### src/rtl/ecc_point_index_lut.sv
// ecc_point_index_lut
//   Small table of DEPTH signed (x, y) points with a per-entry valid bit.
//   A lookup request is latched and then compared against one entry per
//   cycle, starting at index 0. The first valid entry whose x and y both
//   equal the request ends the search, so duplicate entries resolve to the
//   lowest index. If no entry matches, the response is a miss at index 0.
//   The response is held until it is consumed.
//
//   Optional feature macro: ECC_PT_DECODE_EN
//     Adds req_op, rsp_x and rsp_y. With req_op=1 the low IW bits of req_x
//     select an entry, and the response returns that entry's contents and
//     its valid bit.
//
// Ports
//   clk, rst          rising-edge clock, asynchronous active-high reset
//   wr_en/wr_idx/     write {1, wr_x, wr_y} into entry wr_idx
//   wr_x/wr_y
//   tbl_clr           clear all valid bits (a same-cycle write wins)
//   req_valid/        lookup request handshake and coordinates
//   req_ready/
//   req_x/req_y
//   rsp_valid/        response handshake, matched index and hit flag
//   rsp_ready/
//   rsp_idx/rsp_hit
//   req_op, rsp_x,    only with ECC_PT_DECODE_EN
//   rsp_y
module ecc_point_index_lut #(
  parameter int W     = 8,
  parameter int DEPTH = 16,
  parameter int IW    = $clog2(DEPTH)
) (
  input  logic                clk,
  input  logic                rst,
  input  logic                wr_en,
  input  logic [IW-1:0]       wr_idx,
  input  logic signed [W-1:0] wr_x,
  input  logic signed [W-1:0] wr_y,
  input  logic                tbl_clr,
  input  logic                req_valid,
  output logic                req_ready,
  input  logic signed [W-1:0] req_x,
  input  logic signed [W-1:0] req_y,
  output logic                rsp_valid,
  input  logic                rsp_ready,
  output logic [IW-1:0]       rsp_idx,
  output logic                rsp_hit
`ifdef ECC_PT_DECODE_EN
  ,
  input  logic                req_op,
  output logic signed [W-1:0] rsp_x,
  output logic signed [W-1:0] rsp_y
`endif
);

  typedef enum logic [1:0] {
    ST_IDLE   = 2'd0,
    ST_SEARCH = 2'd1,
    ST_RESP   = 2'd2
  } state_e;

  localparam logic [IW-1:0] LAST_IDX = IW'(DEPTH - 1);
  localparam logic [IW-1:0] ONE_IDX  = IW'(1);
  localparam logic [IW-1:0] ZERO_IDX = {IW{1'b0}};

  state_e              state_q, state_d;
  logic [IW-1:0]       ptr_q, ptr_d;
  logic [DEPTH-1:0]    vld_q, vld_d;
  logic signed [W-1:0] x_q [DEPTH];
  logic signed [W-1:0] y_q [DEPTH];
  logic signed [W-1:0] req_x_q, req_x_d;
  logic signed [W-1:0] req_y_q, req_y_d;
  logic                req_ready_q, req_ready_d;
  logic                rsp_valid_q, rsp_valid_d;
  logic [IW-1:0]       rsp_idx_q, rsp_idx_d;
  logic                rsp_hit_q, rsp_hit_d;

  logic                accept_s;
  logic                match_s;
  logic                last_s;
  logic                dec_s;
  logic                resolve_s;

`ifdef ECC_PT_DECODE_EN
  logic                op_q, op_d;
  logic signed [W-1:0] rsp_x_q, rsp_x_d;
  logic signed [W-1:0] rsp_y_q, rsp_y_d;
  logic [IW-1:0]       dec_idx_s;
`endif

  assign accept_s = (state_q == ST_IDLE) && req_valid;
  // The compare reads the registered table, so a write in the same cycle
  // only becomes visible to later compares.
  assign match_s  = vld_q[ptr_q] && (x_q[ptr_q] == req_x_q) && (y_q[ptr_q] == req_y_q);
  assign last_s   = (ptr_q == LAST_IDX);

`ifdef ECC_PT_DECODE_EN
  assign dec_idx_s = req_x_q[IW-1:0];
  assign dec_s     = op_q;
`else
  assign dec_s     = 1'b0;
`endif

  // Search step ends on a decode, a match or the last entry.
  assign resolve_s = (state_q == ST_SEARCH) && (dec_s || match_s || last_s);

  // Valid bits: a write to an entry overrides a same-cycle clear.
  always_comb begin
    vld_d = vld_q;
    for (int i = 0; i < DEPTH; i++) begin
      if (wr_en && (wr_idx == IW'(i))) begin
        vld_d[i] = 1'b1;
      end else if (tbl_clr) begin
        vld_d[i] = 1'b0;
      end else begin
        vld_d[i] = vld_q[i];
      end
    end
  end

  // Coordinate storage needs no reset; its valid bit guards every use.
  always_ff @(posedge clk) begin
    if (wr_en) begin
      x_q[wr_idx] <= wr_x;
      y_q[wr_idx] <= wr_y;
    end
  end

  // State register, search pointer and valid bits.
  always_ff @(posedge clk or posedge rst) begin
    if (rst) begin
      state_q <= ST_IDLE;
      ptr_q   <= ZERO_IDX;
      vld_q   <= {DEPTH{1'b0}};
    end else begin
      state_q <= state_d;
      ptr_q   <= ptr_d;
      vld_q   <= vld_d;
    end
  end

  // Next-state logic and search pointer advance.
  always_comb begin
    state_d = state_q;
    ptr_d   = ptr_q;
    case (state_q)
      ST_IDLE: begin
        if (accept_s) begin
          state_d = ST_SEARCH;
          ptr_d   = ZERO_IDX;
        end else begin
          state_d = ST_IDLE;
        end
      end
      ST_SEARCH: begin
        if (resolve_s) begin
          state_d = ST_RESP;
        end else begin
          ptr_d = ptr_q + ONE_IDX;
        end
      end
      ST_RESP: begin
        if (rsp_ready) begin
          state_d = ST_IDLE;
        end else begin
          state_d = ST_RESP;
        end
      end
      default: begin
        state_d = ST_IDLE;
        ptr_d   = ZERO_IDX;
      end
    endcase
  end

  // Output and request-latch logic; all outputs come from flops.
  always_comb begin
    req_x_d     = req_x_q;
    req_y_d     = req_y_q;
    rsp_idx_d   = rsp_idx_q;
    rsp_hit_d   = rsp_hit_q;
    rsp_valid_d = (state_d == ST_RESP);
    req_ready_d = (state_d == ST_IDLE);
`ifdef ECC_PT_DECODE_EN
    op_d    = op_q;
    rsp_x_d = rsp_x_q;
    rsp_y_d = rsp_y_q;
`endif
    if (accept_s) begin
      req_x_d = req_x;
      req_y_d = req_y;
`ifdef ECC_PT_DECODE_EN
      op_d    = req_op;
`endif
    end else begin
      req_x_d = req_x_q;
      req_y_d = req_y_q;
    end
    if (resolve_s) begin
`ifdef ECC_PT_DECODE_EN
      if (dec_s) begin
        rsp_idx_d = dec_idx_s;
        rsp_hit_d = vld_q[dec_idx_s];
        rsp_x_d   = x_q[dec_idx_s];
        rsp_y_d   = y_q[dec_idx_s];
      end else if (match_s) begin
        rsp_idx_d = ptr_q;
        rsp_hit_d = 1'b1;
        rsp_x_d   = req_x_q;
        rsp_y_d   = req_y_q;
      end else begin
        rsp_idx_d = ZERO_IDX;
        rsp_hit_d = 1'b0;
        rsp_x_d   = {W{1'b0}};
        rsp_y_d   = {W{1'b0}};
      end
`else
      if (match_s) begin
        rsp_idx_d = ptr_q;
        rsp_hit_d = 1'b1;
      end else begin
        rsp_idx_d = ZERO_IDX;
        rsp_hit_d = 1'b0;
      end
`endif
    end else begin
      rsp_idx_d = rsp_idx_q;
      rsp_hit_d = rsp_hit_q;
    end
  end

  // Output and latched-request registers.
  always_ff @(posedge clk or posedge rst) begin
    if (rst) begin
      req_x_q     <= {W{1'b0}};
      req_y_q     <= {W{1'b0}};
      req_ready_q <= 1'b1;
      rsp_valid_q <= 1'b0;
      rsp_idx_q   <= ZERO_IDX;
      rsp_hit_q   <= 1'b0;
`ifdef ECC_PT_DECODE_EN
      op_q        <= 1'b0;
      rsp_x_q     <= {W{1'b0}};
      rsp_y_q     <= {W{1'b0}};
`endif
    end else begin
      req_x_q     <= req_x_d;
      req_y_q     <= req_y_d;
      req_ready_q <= req_ready_d;
      rsp_valid_q <= rsp_valid_d;
      rsp_idx_q   <= rsp_idx_d;
      rsp_hit_q   <= rsp_hit_d;
`ifdef ECC_PT_DECODE_EN
      op_q        <= op_d;
      rsp_x_q     <= rsp_x_d;
      rsp_y_q     <= rsp_y_d;
`endif
    end
  end

  assign req_ready = req_ready_q;
  assign rsp_valid = rsp_valid_q;
  assign rsp_idx   = rsp_idx_q;
  assign rsp_hit   = rsp_hit_q;
`ifdef ECC_PT_DECODE_EN
  assign rsp_x     = rsp_x_q;
  assign rsp_y     = rsp_y_q;
`endif

endmodule

### config.mk
export PLATFORM = sky130hd
export DESIGN_NAME = ecc_point_index_lut
export DESIGN_NICKNAME = d
export VERILOG_FILES = /design/src/rtl/ecc_point_index_lut.sv
export SDC_FILE = /design/constraint.sdc
export NUM_CORES = 1
export LEC_CHECK = 0
export ABC_AREA = 1
export CORE_ASPECT_RATIO = 0.9
export CORE_MARGIN = 2
export CORE_UTILIZATION = 61
export CTS_BUF_LIST = sky130_fd_sc_hd__clkbuf_16
export DETAILED_ROUTE_END_ITERATION = 8
export GPL_ROUTABILITY_DRIVEN = 0
export PLACE_DENSITY = 0.8
export SYNTH_ARGS = -nofsm -noshare
export SYNTH_HDL_FRONTEND = slang
export SYNTH_SLANG_ARGS = --single-unit
export TNS_END_PERCENT = 5
### constraint.sdc
create_clock -name clk -period 2.65 [get_ports clk]
set_clock_uncertainty 0.15 [all_clocks]
set_input_delay 0.795 -clock clk [delete_from_list [all_inputs] [get_ports clk]]
set_output_delay 0.795 -clock clk [all_outputs]
set_load 0.01 [all_outputs]
==> key figures <==
Logic synthesis
  • Yosys reg bits: 301
  • Avg Inst Size Synth: 10.5 µm²
  • Top-count cell post-synth: nand2_1
  • Synth top cells by count: 357 x nand2_1, 256 x edfxtp_1, 155 x nand3_1, 128 x nor2_1, 114 x inv_1
  • Top cell type's share of synthesized area: 0.600
  • Ys async rst share: 0.150
  • Post-synth top area cell: edfxtp_1
  • EDFF count, synth: 256
  • Main flop type after synthesis: edfxtp_1
  • Mapped Cells: 1225
  • Sequential area share after synthesis: 0.688
  • Yosys warnings: 0
  • Dominant cells by area after synthesis: edfxtp_1 60%, nand2_1 10%, dfrtp_1 8.6%, nand3_1 6.1%, nor2_1 3.8%
  • Syn Nets: 1268
  • Post-Syn Area: 12800 µm²
  • Synth cell types: 28

Setup path
  • Crit path from: ptr_q[0]
  • Startpoint types: flip-flop
  • Flop-to-flop setup slack: -0.08 ns
  • Critical R2R Launch: ptr_q[0]
  • Critical Path End: req_ready
  • Critical path peak fanout: 33
  • Crit path required time: 2.96 ns
  • Reg-to-Reg End: req_ready
  • Worst path arrival time: 3.04 ns
  • Nature of the critical path endpoint: flip-flop
  • Crit Path Category: flip-flop to flip-flop
  • Reg2Reg Depth: 19

Global route
  • Global-route wire length before repair: 50500 µm
  • Total track usage: 0.304
  • GR Overflow Total: 0
  • Initial antenna violation count: 0
  • Vias in the first global route: 9206
  • Pin count of the biggest net entering global routing: 46

STA
  • Hold_ws: 0.356 ns
  • FMAX: 367 MHz
  • RSZ-0062 raised after global routing: yes
  • Worst Max-Slew Pin Slew: 0.593 ns
  • Final slew viol count: 0
  • Crit path time final: 2.73 ns
  • Fin crit share: 1.03
  • Worst slew margin: 0.603
  • Final Setup Violations: 12
  • Final Hold Viols: 0
  • Worst setup margin: -0.0782 ns

Die
  • Die ar.: 22200 µm²
  • Die width: 157 µm
  • Initial Utilization: 0.619
  • Core area: 20700 µm²
  • Ports: 49
  • Vert. Die Dim: 141 µm
  • Num rows: 50

Worst hold path
  • Worst min path class: flip-flop to flip-flop

Clock tree
  • CTS tree: done
  • H-tree depth: 1
  • Root buf cell: clkbuf_16
  • # hold bufs at CTS: 0
  • Clock sink total: 301
  • Clk pin slew, worst setup/hold paths: 0.06 ns
  • Clock buffer count from CTS: 29
  • CTS max path bufs: 3
  • Clock Latency Late Sink: 0.54 ns

Detailed routing
  • DRC Markers: 0
  • Via count: 9408
  • TritonRoute pass-1 iters: 6
  • Routed wire per std cell: 20.4 µm
  • Vias/cell: 5.80
  • Initial detailed-routing violation count: 1173
  • Drt total wl: 33100 µm
  • DRT antenna net count: 0

Outcome
  • Failing checks: setup timing
  • Outcome: finished with violations

Power and ir drop
  • Leak Pwr: 6.22 nW
  • PD cells: 984 nW/µm²
  • Peak supply drop: 0.000636 V

Layout
  • Share of layout cells above drive strength 1: 0.108
  • Layout area overhead: 18.6%
  • Final instance area: 15200 µm²
  • # nets final: 1356
  • Final Util: 0.734
  • Diodes inserted: 0

Placed design
  • PortBufs: 48
  • Dpl cell area: 14100 µm²
  • DP Wirelength: 19200 µm

Flow run
  • Max Cap Viol: 0
==> worst min-delay path by stage <==
stage               cells after the start    endpoint       start  slack, ns
floorplan                               2  req_x_q[1]  req_x_q[1]       0.34
global route                            2  rsp_idx[1]  rsp_idx[1]       0.40
detailed placement                      2  rsp_idx[1]  rsp_idx[1]       0.34
CTS                                     2  rsp_idx[1]  rsp_idx[1]       0.36
finish                                  2  rsp_idx[1]  rsp_idx[1]       0.36
global placement                        2     rsp_hit     rsp_hit       0.32
==> flip-flops by register name, summed over array words and instances, names as in the netlist <==
name / count
vld_q: 16
req_y_q: 8
rsp_hit: 1
ptr_q: 4
x_q: 128
state_q: 2
rsp_valid: 1
y_q: 128
req_x_q: 8
rsp_idx: 4
req_ready: 1
==> area by class of cell <==
type                    count  area, µm²
well taps                 286        358
clock inverters            24        150
clock buffers              29        726
repair buffers            119       1400
multi-input cells         745       3290
inverters                 117        452
flip-flops and latches    301       8820
fillers                  1296       5510
==> cells by family after synthesis <==
family | count (synthesis) | share of synthesized area
muxes | 1 | 0.000879
adders and majority gates | 1 | 0.000977
AOI/OAI and AO/OA | 96 | 0.0415
DFF | 301 | 0.688
buffers and inverters | 179 | 0.0623
and+or+nand+nor | 647 | 0.206
==> placed cells by master (no fill, tap or decap), drive strengths merged <==
cell           Yosys  routed
o211ai            11      11
edfxtp           256     256
nand4              2       2
dfrtp             44      44
clkbuf            12      29
inv              115     124
ha                 1       1
o21ai             51      51
dfstp              1       1
nand3            155     155
clkinvlp           0       1
or2                2       2
bufbuf             0       2
bufinv             0       2
clkdlybuf4s50      0      48
nand3b             1       1
buf               50      69
a21oi             18      18
nand2            357     357
clkinv             2      14
nor3               1       1
nor2             129     129
mux2               1       1
o22ai             16      16
==> routing by layer <==
layer	track usage	vias to the layer above	share of wire
met1	0.401	4385	0.37
met2	0.486	619	0.47
met4	0.163	0	0.057
met5	0	-	0
li1	-	4272	-
met3	0.0562	132	0.10
==> per-stage QoR <==
stage | power (mW) | setup TNS, ns | std cells | setup WS (ns)
finish | 15.0 | -0.392 | 1621 | -0.0782
detailed placement | 10.6 | -1.24 | 1563 | -0.167
CTS | 14.8 | -0.00416 | 1620 | -0.00416
global placement | 10.4 | -0.203 | 1563 | -0.0601
global route | 15.7 | -2.25 | 1621 | -0.240
floorplan | 9.11 | 0 | 1225 | 0.308
==> worst max-delay path, cell delays in order, from the launching register on <==
cell,delay [ns]
dfrtp_4,0.57
buf_12,0.16
buf_16,0.17
nand2_1,0.07
nand2_1,0.05
nand2_1,0.05
nand3_1,0.08
nand3_1,0.11
nand2_1,0.07
nand2_1,0.10
nand2_1,0.10
nor2_1,0.13
nand2_1,0.11
nor2_4,0.13
nand3_2,0.10
nand2_2,0.11
nand2_4,0.10
buf_4,0.18
o21ai_2,0.05
nor2_1,0.05
==> where the power goes <==
group	internal, mW	switching, mW
Clock	2.16	1.68
Combinational	2.01	3.53
Sequential	5.41	0.161
Total	9.58	5.37
==> timing repair <==
item | CTS | global route
endpoints found under the setup margin | 12 | 13
buffers inserted | 1 | 1
cloned | 3 | 0
gates resized for setup | 16 | 10
pin swaps | 1 | 3
(Power assumes the default switching activity.)
